### config.mk
export PLATFORM = sky130hd
export DESIGN_NAME = acc_xmem_arbiter
export DESIGN_NICKNAME = d
export VERILOG_FILES = /design/src/rtl/acc_pkg.sv /design/src/rtl/acc_xmem_arb_id_fifo.sv /design/src/rtl/acc_xmem_arbiter.sv
export SDC_FILE = /design/constraint.sdc
export NUM_CORES = 1
export LEC_CHECK = 0
export CAP_MARGIN = 10
export CORE_AREA = 3 3 167 169
export CTS_BUF_LIST = sky130_fd_sc_hd__clkbuf_4 sky130_fd_sc_hd__clkbuf_8
export DETAILED_ROUTE_END_ITERATION = 8
export DIE_AREA = 0 0 170 172
export SYNTH_ARGS = -nofsm -noshare
export SYNTH_HDL_FRONTEND = slang
export SYNTH_SLANG_ARGS = --single-unit
### constraint.sdc
create_clock -name clk_i -period 2.85 [get_ports clk_i]
set_input_delay 0.285 -clock clk_i [delete_from_list [all_inputs] [get_ports clk_i]]
set_output_delay 0.285 -clock clk_i [all_outputs]
set_load 0.05 [all_outputs]
### src/rtl/acc_pkg.sv
// Shared types for the accelerator memory-side blocks: requester ID type,
// arbiter state encoding and a small width helper.
package acc_pkg;

    localparam int unsigned XmemArbNumReq = 4;

    typedef logic [$clog2(XmemArbNumReq)-1:0] xmem_arb_id_t;

    typedef enum logic {
        IDLE   = 1'b0,
        LOCKED = 1'b1
    } arb_state_e;

    // Index width that never collapses to zero bits for single-entry structures.
    function automatic int unsigned clog2_min1(input int unsigned value);
        return (value <= 1) ? 1 : $clog2(value);
    endfunction

endpackage

### src/rtl/acc_xmem_arb_id_fifo.sv
// In-order FIFO of requester IDs: one entry per issued memory request, popped
// when the matching memory response is accepted.
module acc_xmem_arb_id_fifo
    import acc_pkg::*;
#(
    parameter int unsigned Depth = 4,
    parameter int unsigned Width = 2
) (
    input  logic             clk_i,
    input  logic             rst_i,
    input  logic             push_i,
    input  logic [Width-1:0] push_data_i,
    input  logic             pop_i,
    output logic             full_o,
    output logic             empty_o,
    output logic [Width-1:0] head_o
);

    localparam int unsigned PtrW = clog2_min1(Depth);
    localparam int unsigned CntW = $clog2(Depth + 1);

    logic [Width-1:0] mem_q [Depth];
    logic [PtrW-1:0]  wr_ptr_q, wr_ptr_d;
    logic [PtrW-1:0]  rd_ptr_q, rd_ptr_d;
    logic [CntW-1:0]  count_q, count_d;
    logic             push_ok, pop_ok;

    assign full_o  = (count_q == CntW'(Depth));
    assign empty_o = (count_q == '0);
    assign head_o  = mem_q[rd_ptr_q];

    // A push is refused while full even when a pop frees an entry this cycle.
    assign push_ok = push_i && !full_o;
    assign pop_ok  = pop_i && !empty_o;

    always_comb begin
        wr_ptr_d = wr_ptr_q;
        rd_ptr_d = rd_ptr_q;
        count_d  = count_q + CntW'(push_ok) - CntW'(pop_ok);
        if (push_ok) begin
            wr_ptr_d = (wr_ptr_q == PtrW'(Depth - 1)) ? '0 : wr_ptr_q + 1'b1;
        end
        if (pop_ok) begin
            rd_ptr_d = (rd_ptr_q == PtrW'(Depth - 1)) ? '0 : rd_ptr_q + 1'b1;
        end
    end

    always_ff @(posedge clk_i or posedge rst_i) begin
        if (rst_i) begin
            wr_ptr_q <= '0;
            rd_ptr_q <= '0;
            count_q  <= '0;
        end else begin
            wr_ptr_q <= wr_ptr_d;
            rd_ptr_q <= rd_ptr_d;
            count_q  <= count_d;
        end
    end

    always_ff @(posedge clk_i) begin
        if (push_ok) begin
            mem_q[wr_ptr_q] <= push_data_i;
        end
    end

endmodule

### src/rtl/acc_xmem_arbiter.sv
// Round-robin arbiter sharing one XMEM port among NumReq requesters, with
// in-order response routing. Define ACC_XMEM_ARB_ERR_EN to add rsp_err_o.
module acc_xmem_arbiter
    import acc_pkg::*;
#(
    parameter int unsigned NumReq         = 4,
    parameter int unsigned AddrWidth      = 32,
    parameter int unsigned DataWidth      = 32,
    parameter int unsigned MaxOutstanding = 4
) (
    input  logic                            clk_i,
    input  logic                            rst_i,
    input  logic [NumReq-1:0]               req_valid_i,
    output logic [NumReq-1:0]               req_ready_o,
    input  logic [NumReq*AddrWidth-1:0]     req_addr_i,
    input  logic [NumReq*DataWidth-1:0]     req_wdata_i,
    input  logic [NumReq-1:0]               req_we_i,
    input  logic [NumReq*DataWidth/8-1:0]   req_be_i,
    output logic [NumReq-1:0]               rsp_valid_o,
    input  logic [NumReq-1:0]               rsp_ready_i,
    output logic [DataWidth-1:0]            rsp_rdata_o,
    output logic                            mem_req_valid_o,
    input  logic                            mem_req_ready_i,
    output logic [AddrWidth-1:0]            mem_req_addr_o,
    output logic [DataWidth-1:0]            mem_req_wdata_o,
    output logic                            mem_req_we_o,
    output logic [DataWidth/8-1:0]          mem_req_be_o,
    input  logic                            mem_rsp_valid_i,
    output logic                            mem_rsp_ready_o,
    input  logic [DataWidth-1:0]            mem_rsp_rdata_i
`ifdef ACC_XMEM_ARB_ERR_EN
    ,
    output logic                            rsp_err_o
`endif
);

    localparam int unsigned IdW = clog2_min1(NumReq);
    localparam int unsigned BeW = DataWidth / 8;

    arb_state_e     state_q, state_d;
    logic [IdW-1:0] rr_ptr_q, rr_ptr_d;
    logic [IdW-1:0] grant_q, grant_d;
    logic [IdW-1:0] winner, sel_id, head_id;
    logic           winner_found, present;
    logic           fifo_full, fifo_empty, push, pop;
    int unsigned    idx;

    // Rotating priority: first valid requester at or after the RR pointer.
    always_comb begin
        winner       = '0;
        winner_found = 1'b0;
        idx          = 0;
        for (int k = 0; k < int'(NumReq); k++) begin
            idx = int'(rr_ptr_q) + k;
            if (idx >= NumReq) begin
                idx = idx - NumReq;
            end
            if (!winner_found && req_valid_i[idx]) begin
                winner_found = 1'b1;
                winner       = IdW'(idx);
            end
        end
    end

    // Once a request has been presented without ready, it stays presented.
    assign sel_id  = (state_q == LOCKED) ? grant_q : winner;
    assign present = (state_q == LOCKED) ? req_valid_i[grant_q] : winner_found;

    always_comb begin
        mem_req_valid_o = present && !fifo_full;
        mem_req_addr_o  = '0;
        mem_req_wdata_o = '0;
        mem_req_we_o    = 1'b0;
        mem_req_be_o    = '0;
        req_ready_o     = '0;
        if (present) begin
            mem_req_addr_o  = req_addr_i[int'(sel_id)*AddrWidth +: AddrWidth];
            mem_req_wdata_o = req_wdata_i[int'(sel_id)*DataWidth +: DataWidth];
            mem_req_we_o    = req_we_i[sel_id];
            mem_req_be_o    = req_be_i[int'(sel_id)*BeW +: BeW];
        end
        if (mem_req_valid_o && mem_req_ready_i) begin
            req_ready_o[sel_id] = 1'b1;
        end
    end

    assign push = mem_req_valid_o && mem_req_ready_i;

    always_comb begin
        state_d  = state_q;
        grant_d  = grant_q;
        rr_ptr_d = rr_ptr_q;
        if (push) begin
            rr_ptr_d = (sel_id == IdW'(NumReq - 1)) ? '0 : sel_id + 1'b1;
            state_d  = IDLE;
        end else if (state_q == IDLE && mem_req_valid_o) begin
            state_d = LOCKED;
            grant_d = winner;
        end
    end

    always_ff @(posedge clk_i or posedge rst_i) begin
        if (rst_i) begin
            state_q  <= IDLE;
            grant_q  <= '0;
            rr_ptr_q <= '0;
        end else begin
            state_q  <= state_d;
            grant_q  <= grant_d;
            rr_ptr_q <= rr_ptr_d;
        end
    end

    acc_xmem_arb_id_fifo #(
        .Depth (MaxOutstanding),
        .Width (IdW)
    ) u_id_fifo (
        .clk_i       (clk_i),
        .rst_i       (rst_i),
        .push_i      (push),
        .push_data_i (sel_id),
        .pop_i       (pop),
        .full_o      (fifo_full),
        .empty_o     (fifo_empty),
        .head_o      (head_id)
    );

    // With nothing outstanding, responses are spurious: swallowed, never forwarded.
    always_comb begin
        rsp_valid_o     = '0;
        mem_rsp_ready_o = 1'b1;
        rsp_rdata_o     = '0;
        if (!fifo_empty) begin
            rsp_valid_o[head_id] = mem_rsp_valid_i;
            mem_rsp_ready_o      = rsp_ready_i[head_id];
            rsp_rdata_o          = mem_rsp_rdata_i;
        end
    end

    assign pop = mem_rsp_valid_i && mem_rsp_ready_o && !fifo_empty;

`ifdef ACC_XMEM_ARB_ERR_EN
    logic rsp_err_q, rsp_err_d;

    assign rsp_err_d = rsp_err_q || (mem_rsp_valid_i && fifo_empty);
    assign rsp_err_o = rsp_err_q;

    always_ff @(posedge clk_i or posedge rst_i) begin
        if (rst_i) begin
            rsp_err_q <= 1'b0;
        end else begin
            rsp_err_q <= rsp_err_d;
        end
    end
`endif

`ifndef SYNTHESIS
    locked_valid_held: assert property (
        @(posedge clk_i) disable iff (rst_i)
        (state_q == LOCKED) |-> req_valid_i[grant_q]
    );
`endif

endmodule
### After elaboration in Yosys (flattened, before gate mapping)

Memory sizes are Yosys's and may differ from the RTL's.
Cells that the tools add are included.
Widths: inputs -> output; s select.

* add/subtract/negate cells: 12
* muxes and demuxes: 47
* magnitude comparators: 13
* bitwise logic cells: 3
* shifts and indexed selects: 3
* eq/ne operators: 4
* reductions and logical operators: 20

Operator list (count)
* $shiftx 128x8->32: 2
* $mux 32: 7
* $lt 32x3->1 const B: 4
* $mux 1: 20
* $mux 2: 8
* $shiftx 16x5->4: 1
* $bmux 1 s2: 7
* $logic_and 1x1->1: 12
* $mux 4: 3
* $sub 3x3->4 const B: 3
* $ge 3x3->1 const B: 3
* $lt 2x3->1 const B: 3
* $add 2x1->2 const B: 3
* $add 2x2->3 const B: 2
* $eq 2x2->1 const B: 3
* $logic_not 1->1: 5
* $and 4x4->4: 1
* $demux 1 s2: 2
* $ge 2x1->1 const B: 2
* $sub 2x3->4 const B: 1
* $add 2x1->3 const B: 1
* $add 3x1->3: 1
* $eq 3x3->1 const B: 1
* $ge 2x3->1 const B: 1
* other kinds (5): 6

* flip-flop bits (word level): 12
* bits in writable memories: 8
* input bits: 320
* memories: 1

Memories
* u_id_fifo.mem_q: depth 4, width 2, rd ports 1, clocked after memory_dff 0, wr ports 1, line acc_xmem_arb_id_fifo.sv:22 `logic [Width-1:0] mem_q [Depth];`

### Depth between registers and ports, before layout

Gate-level depths: netlist of run 1.

* depth after elaboration: 20
* mapped depth: 10

### Hierarchy

A second synthesis of run 1 with hierarchy kept.

* cell total of the unflattened synthesis: 897
* area total of the unflattened synthesis: 6294.8 sq um

By module, submodules not included
* acc_xmem_arbiter: cells an instance 846, sequential area each 125.1 sq um, instances 1, area each 5545.3 sq um
* acc_xmem_arb_id_fifo: cells an instance 51, sequential area each 415.4 sq um, instances 1, area each 749.5 sq um

### Worst setup path after synthesis of run 1

No wires, ideal clock.

* path kind: register -> register
* start: register u_id_fifo.rd_ptr_q[0]
* end: register u_id_fifo.count_q[2]
* period minus slack after synthesis: 2.586 ns
* data arrival time: 2.507 ns
* library setup time: 0.080 ns
* setup slack: 0.264 ns
* cell stages (with the launch flop): 10
* path through: dfrtp_1 mux4_2 mux2i_1 o22ai_2 ha_1 inv_1 ha_1 fa_1 xnor2_1 xnor2_1

* longest elaborated chain between the ends: 8

RTL lines
* from (decl): line acc_xmem_arb_id_fifo.sv:24 `logic [PtrW-1:0] rd_ptr_q, rd_ptr_d;`
* from (signal assigned): line acc_xmem_arb_id_fifo.sv:55 `rd_ptr_q <= rd_ptr_d;`
* $mem_v2 4x2
* $bmux 1 s2: line acc_xmem_arbiter.sv:135 `mem_rsp_ready_o = rsp_ready_i[head_id];`
* $mux 1 (not written as such): line acc_xmem_arbiter.sv:135
* $mux 1: line acc_xmem_arbiter.sv:133 `if (!fifo_empty) begin`
* $logic_and 1x1->1 (2 in series): line acc_xmem_arbiter.sv:140 `assign pop = mem_rsp_valid_i && mem_rsp_ready_o && !fifo_empty;`
* $logic_and 1x1->1: line acc_xmem_arb_id_fifo.sv:34 `assign pop_ok = pop_i && !empty_o;`
* named net u_id_fifo.pop_ok: line acc_xmem_arb_id_fifo.sv:26 `logic push_ok, pop_ok;`
* $sub 3x1->3: line acc_xmem_arb_id_fifo.sv:39 `count_d = count_q + CntW'(push_ok) - CntW'(pop_ok);`
* named net u_id_fifo.count_d[2]: line acc_xmem_arb_id_fifo.sv:25 `logic [CntW-1:0] count_q, count_d;`
* to (signal assigned): line acc_xmem_arb_id_fifo.sv:56 `count_q <= count_d;`
* to (decl): line acc_xmem_arb_id_fifo.sv:25

The timed path passes the listed nets, and every way through them passes these cells. The select of a mux whose other input is x is not followed.
A chain may end at the register's enable or synchronous reset.

### Worst setup path in the final report of run 1

Ends and elaborated chain as after synthesis.

==> impl_metrics.json, run 1 <==
{
  "clkPwrFrac_pct": 1.6,
  "switchingPower_mw": 7.02,
  "critPathBufInv": 1,
  "maxSlewViolCount": 0,
  "yosysWarnings": 0,
  "status": "finished clean",
  "p_leak_nw": 3.71,
  "syn-num-nets": 722,
  "slowest_delay_ns": 0.59,
  "hold_buffers": 0,
  "r2r_slack_ns": 0.11,
  "clock_sinks": 20,
  "synthDistinctLibCells": 38,
  "track_usage_pct": 12.0,
  "drc": 0,
  "dieWidth_um": 170,
  "postLayoutCoreUtil_pct": 34.3,
  "synth_area_um2": 3490,
  "grt_pass1_wl_um": 27400,
  "post-route-min-period_ns": 2.74,
  "first_iter_violations": 101,
  "dpl-instance-area_um2": 8960,
  "cts.path.max_buffers": 2,
  "power_density_nw_per_um2": 1440,
  "gp_congestion": 0.790,
  "worstSetupPathType": "flop to flop",
  "switching_share_pct": 53.0,
  "cp-start-kind": "flop",
  "die_h_um": 172,
  "cts_max_level": 1,
  "wl_per_cell_um": 17.4,
  "viasPerCell": 4.08,
  "path_cells": "mux4_2 > mux2i_2 > o22ai_2 > ha_1 > inv_1 > ha_1 > fa_1 > xnor2_1 > xnor2_1",
  "ys_seq_area_share_pct": 15.5,
  "cpMaxStageDelayCell": "mux4_2",
  "rsz0062_at_grt": "false",
  "start_util_pct": 13.0,
  "reg2reg_from": "u_id_fifo.rd_ptr_q[0]",
  "crit_fanout": 5,
  "rr_worst_depth": 9,
  "cts.clk_slew.worst_paths_ns": 0.07,
  "layout.cells.non_filler": 1170,
  "gr-total-overflow": 0,
  "cap_viol_max_count": 0,
  "first_pass_iters": 4,
  "p_int_mw": 6.22,
  "clock_skew_ns": 0.00245,
  "final-hold-violation-count": 0,
  "critPathArrivalTime_ns": 2.92,
  "setup_tns_ns": 0,
  "grt_pass1_vias": 4783,
  "grt_use_met3_pct": 3.16,
  "vdd_drop_max_uv": 1150,
  "pwr-share-seq_pct": 4.2,
  "use_met1_pct": 13.7,
  "drive_gt1_share_pct": 17.0,
  "fin_crit_sh_pct": 96.2,
  "synth.avg_cell_area_um2": 8.94,
  "die-area_um2": 29200,
  "cpLargestDelayFamily": "adder cells",
  "fin_nets": 1161,
  "grt_max_degree": 42,
  "syn_to_final_growth_pct": 163,
  "core_um2": 26700,
  "root_buffer": "clkbuf_8",
  "cts_buffers": 3,
  "place_hpwl_um": 17700,
  "design_area_um2": 9180,
  "worstReg2RegEnd": "u_id_fifo.count_q[2]",
  "ys_seq_elements": 20,
  "synth_edf_count": 8,
  "io_pins": 431,
  "final-setup-viol-count": 0,
  "cp.required_ns": 3.03,
  "use_met2_pct": 23.0,
  "dp_cells": 1158,
  "rows": 60,
  "async_flop_share_pct": 60.0,
  "fmax_ghz": 0.365,
  "synthCells": 390,
  "synth_ff_type": "dfrtp_1",
  "drtAntennaViolNets": 0,
  "final_cell_mix": "clkdlybuf4s50_1 (351), mux2i_1 (139), buf_12 (69)",
  "tightest_slew_ns": 0.508,
  "worst_hold_path_type": "input pin to asynchronous set/reset pin",
  "layout_commonest_cell": "clkdlybuf4s50_1",
  "grt_most_used_layer": "met2",
  "vias": 4770,
  "wl_um": 20400,
  "slew_headroom_pct": 66.1,
  "antenna_found_initial": 1,
  "combPwrFrac_pct": 94.2,
  "port_buffers": 430,
  "cts_tree": "yes",
  "crit_path_end_kind": "flop",
  "clock_latency_ns": 0.25
}
## final cells by class
class,count,area [µm²]
multi-input combinational,321,2760
sequential,20,542
timing repair buffer,470,5340
tap,341,427
antenna,1,2.50
clock buffer,4,55.1
inverter,13,48.8
fill,2746,17500
## how the worst max path moves through the flow
stage	cells after the start	endpoint	slack, ns	start
finish	9	u_id_fifo.count_q[2]	0.11	u_id_fifo.rd_ptr_q[0]
global route	11	mem_req_wdata_o[10]	0.007	req_valid_i[2]
CTS	10	mem_req_wdata_o[10]	0.01	req_valid_i[0]
detailed placement	10	mem_req_wdata_o[10]	-0.08	req_valid_i[2]
global placement	10	mem_req_wdata_o[10]	-0.03	req_valid_i[2]
floorplan	9	u_id_fifo.count_q[2]	0.26	u_id_fifo.rd_ptr_q[0]
## repair_timing
item	in CTS	in global routing
cloned	0	2
pin swaps	1	2
endpoints found under the setup margin	9	43
gates resized for setup	5	11
setup buffers	1	4
## through the flow
| stage | hold WS [ns] | setup slack (ns) | power (mW) |
|---|---|---|---|
| finish | 0.358 | 0.109 | 13.2 |
| global placement | 0.565 | -0.0304 | 12.8 |
| detailed placement | 0.572 | -0.0763 | 12.8 |
| global route | 0.399 | 0.00697 | 13.9 |
| CTS | 0.382 | 0.0119 | 13.1 |
| floorplan | 0.150 | 0.264 | 7.35 |
## power by group through the flow
| stage | Clock (mW) | Combinational [mW] | Sequential [mW] |
|---|---|---|---|
| 3_5_place_dp | 0 | 12.3 | 0.559 |
| 4_1_cts | 0.216 | 12.4 | 0.554 |
| 6_report | 0.210 | 12.5 | 0.553 |
| 2_1_floorplan | 0 | 6.83 | 0.521 |
| 3_3_place_gp | 0 | 12.2 | 0.555 |
| 5_1_grt | 0.235 | 13.0 | 0.576 |
## Yosys cell counts, types with 2 or more instances
library cell	number	share of area, %
ha_1	11	3.9
mux2i_1	141	40
or3_1	2	0.36
inv_1	11	1.2
o22ai_1	69	12
o31ai_1	2	0.43
o21ai_0	3	0.43
mux2_1	2	0.65
nand2b_1	5	0.90
edfxtp_1	8	6.9
dfrtp_1	12	8.6
buf_2	13	1.9
mux4_2	3	1.9
xnor2_1	2	0.50
a21oi_1	6	0.86
buf_4	13	2.8
and2_1	40	7.2
mux2_2	2	0.65
nand2_1	8	0.86
nor2_1	11	1.2
clkbuf_1	9	0.97
## metal layers
layer / part of all wire (%) / routed length [µm]
met1: 36 / 7420
met2: 54 / 11100
met3: 8.4 / 1720
met4: 0.90 / 184
met5: 0 / 0
## cell families after synthesis
| family | Yosys count | share of synthesized area, % |
|---|---|---|
| muxes | 148 | 43.7 |
| DFF | 20 | 15.5 |
| adders and majority gates | 12 | 4.52 |
| buffers and inverters | 49 | 7.36 |
| AOI/OAI and AO/OA | 87 | 16.8 |
| xor gates and xnor gates | 2 | 0.503 |
| and+or+nand+nor | 72 | 11.6 |
## sequential cells by signal, summed over array words and instances (netlist names)
name / flops
grant_q: 2
rr_ptr_q: 2
state_q: 1
u_id_fifo.count_q: 3
u_id_fifo.mem_q: 8
u_id_fifo.rd_ptr_q: 2
u_id_fifo.wr_ptr_q: 2
## worst register-to-register path, cell delays in order, from the launching register on
cell	delay, ns
dfrtp_2	0.42
mux4_2	0.59
mux2i_2	0.24
o22ai_2	0.16
ha_1	0.31
inv_1	0.04
ha_1	0.18
fa_1	0.39
xnor2_1	0.20
xnor2_1	0.14
No activity file was read; power rests on OpenSTA's default activity.
==> run 2: changes to the inputs <==
--- a/config.mk
+++ b/config.mk
@@ -10,6 +10,7 @@
 export CTS_BUF_LIST = sky130_fd_sc_hd__clkbuf_4 sky130_fd_sc_hd__clkbuf_8
 export DETAILED_ROUTE_END_ITERATION = 8
 export DIE_AREA = 0 0 170 172
+export GPL_ROUTABILITY_DRIVEN = 0
 export SYNTH_ARGS = -nofsm -noshare
 export SYNTH_HDL_FRONTEND = slang
 export SYNTH_SLANG_ARGS = --single-unit
==> results of run 2 <==
Final layout, timing and power as in run 1 (identical DEF).
==> run 3: changes to the inputs <==
--- a/config.mk
+++ b/config.mk
@@ -14,3 +14,4 @@
 export SYNTH_ARGS = -nofsm -noshare
 export SYNTH_HDL_FRONTEND = slang
 export SYNTH_SLANG_ARGS = --single-unit
+export TNS_END_PERCENT = 5
==> impl_metrics.json, run 3 (same netlist as run 1, synthesis figures left out) <==
{
  "vias": 4757,
  "place_hpwl_um": 17700,
  "die_h_um": 172,
  "worstReg2RegEnd": "u_id_fifo.count_q[2]",
  "n_fill_cell": 2745,
  "power_density_nw_per_um2": 1440,
  "status": "finished clean",
  "port_buffers": 430,
  "setup_tns_ns": 0,
  "vdd_drop_max_uv": 1190,
  "grt_max_degree": 42,
  "largest_registers": "u_id_fifo.mem_q (8), u_id_fifo.count_q (3)",
  "slowest_delay_ns": 0.38,
  "worst_hold_path_type": "input pin to asynchronous set/reset pin",
  "cts_max_level": 1,
  "cts.path.max_buffers": 2,
  "antenna_found_initial": 1,
  "wl_per_cell_um": 17.6,
  "critPathArrivalTime_ns": 2.46,
  "layout.cells.non_filler": 1170,
  "hold_buffers": 0,
  "fin_nets": 1161,
  "reg2reg_from": "u_id_fifo.rd_ptr_q[0]",
  "clock_sinks": 20,
  "cts_tree": "yes",
  "final-hold-violation-count": 0,
  "die-area_um2": 29200,
  "r2r_slack_ns": 0.11,
  "worstSetupPathType": "input pin to output pin",
  "syn_to_final_growth_pct": 164,
  "grt_pass1_wl_um": 27400,
  "dieWidth_um": 170,
  "root_buffer": "clkbuf_8",
  "gr-total-overflow": 0,
  "cts.clk_slew.worst_paths_ns": 0.07,
  "first_pass_iters": 4,
  "dp_cells": 1158,
  "crit_path_end_kind": "output pin",
  "cts_buffers": 3,
  "wl_um": 20500,
  "rr_worst_depth": 9,
  "track_usage_pct": 12.0,
  "drc": 0,
  "core_um2": 26700,
  "postLayoutCoreUtil_pct": 34.4,
  "slew_headroom_pct": 61.7,
  "crit_top_cell": "buf_12",
  "first_iter_violations": 123,
  "layout_commonest_cell": "clkdlybuf4s50_1",
  "final-setup-viol-count": 0,
  "rows": 60,
  "cp.required_ns": 2.57,
  "drtAntennaViolNets": 0,
  "final_cell_mix": "clkdlybuf4s50_1 (351), mux2i_1 (139), buf_12 (70)",
  "drive_gt1_share_pct": 17.4,
  "viasPerCell": 4.07,
  "grt_pass1_vias": 4780,
  "p_leak_nw": 3.71,
  "crit_fanout": 17,
  "top_register": "u_id_fifo.mem_q",
  "largest_register_ffs": 8,
  "fin_crit_sh_pct": 96.3,
  "path_cells": "dlygate4sd2_1 > nor2b_1 > a311oi_4 > o31ai_4 > buf_4 > buf_12 > buf_12 > mux2i_2 > o22ai_1 > buf_4 > buf_12",
  "fmax_ghz": 0.364,
  "clock_skew_ns": 0.00236,
  "tightest_slew_ns": 0.569,
  "post-route-min-period_ns": 2.74,
  "cp-start-kind": "input pin",
  "io_pins": 431,
  "maxSlewViolCount": 0,
  "cpMaxStageDelayCell": "dlygate4sd2_1",
  "setup.worst_path.end": "mem_req_wdata_o[10]",
  "cap_viol_max_count": 0,
  "start_util_pct": 13.0,
  "clock_latency_ns": 0.25,
  "startpoint": "req_valid_i[2]"
}
[run 3: cell types whose count changed in the layout (fill, tap and decap cells not counted)]
| cell | change |
|---|---|
| nand2_2 | -1 |
| buf_16 | -1 |
| nand2_1 | +1 |
| o22ai_1 | -5 |
| nor4_2 | -1 |
| buf_12 | +1 |
| o22ai_2 | +5 |
| nor4_1 | +1 |
[run 3: stage by stage]
stage	instance area, µm²	hold slack [ns]	power [mW]	worst slack [ns]
after global placement	8960	0.565	12.8	-0.0304
after global routing	9190	0.399	13.9	-0.0114
after CTS	9030	0.382	13.1	-0.00720
final	9190	0.358	13.3	0.106
after detailed placement	8960	0.572	12.8	-0.0763
after floorplan	3490	0.150	7.35	0.264
[run 3: worst min-delay path by stage]
stage                            from               endpoint  slack, ns  cells past startpoint
after floorplan                 rst_i             grant_q[0]       0.15                      1
final                           rst_i  u_id_fifo.rd_ptr_q[1]       0.36                      2
after detailed placement  rr_ptr_q[0]            rr_ptr_q[0]       0.57                      2
after global placement    rr_ptr_q[0]            rr_ptr_q[0]       0.56                      2
after CTS                       rst_i            rr_ptr_q[1]       0.38                      2
after global routing            rst_i            rr_ptr_q[0]       0.40                      2
[run 3: worst max-delay path, delay by kind of cell]
family                 cells  cell delay, ns
AO/OA/AOI/OAI              3            0.46
buffers and inverters      6            1.16
multiplexers               1            0.26
AND/OR/NAND/NOR            1            0.27
[run 3: what timing repair did]
item,in CTS,in global routing
endpoints found under the hold margin,0,0
buffers inserted,1,4
gates resized for setup,3,15
cloned,0,2
pin swaps,1,2
setup endpoints to repair,9,56
[run 3: layer usage]
| metal | vias to the layer above | routed length, µm | part of all wire, % | GRT usage, % |
|---|---|---|---|---|
| met2 | 240 | 11100 | 54 | 23.0 |
| met4 | 0 | 182 | 0.89 | 1.87 |
| met5 | - | 0 | 0 | 0 |
| met3 | 10 | 1700 | 8.3 | 3.16 |
| met1 | 2159 | 7520 | 37 | 13.7 |
| li1 | 2348 | - | - | - |
[run 3: power breakdown]
group / switching (mW) / leakage (nW) / internal [mW]
Combinational: 6.86 / 3.47 / 5.66
Clock: 0.0872 / 0.0288 / 0.123
Sequential: 0.107 / 0.214 / 0.445
Total: 7.05 / 3.71 / 6.23
[run 3: final cells by class]
cell class              count  area [µm²]  area share, %
repair buffers            470        5330           58.0
multi-input cells         321        2790           30.3
flip-flops and latches     20         542           5.89
well taps                 341         427           4.64
clock buffers               4        55.1          0.599
inverters                  13        48.8          0.531
diodes                      1        2.50         0.0272
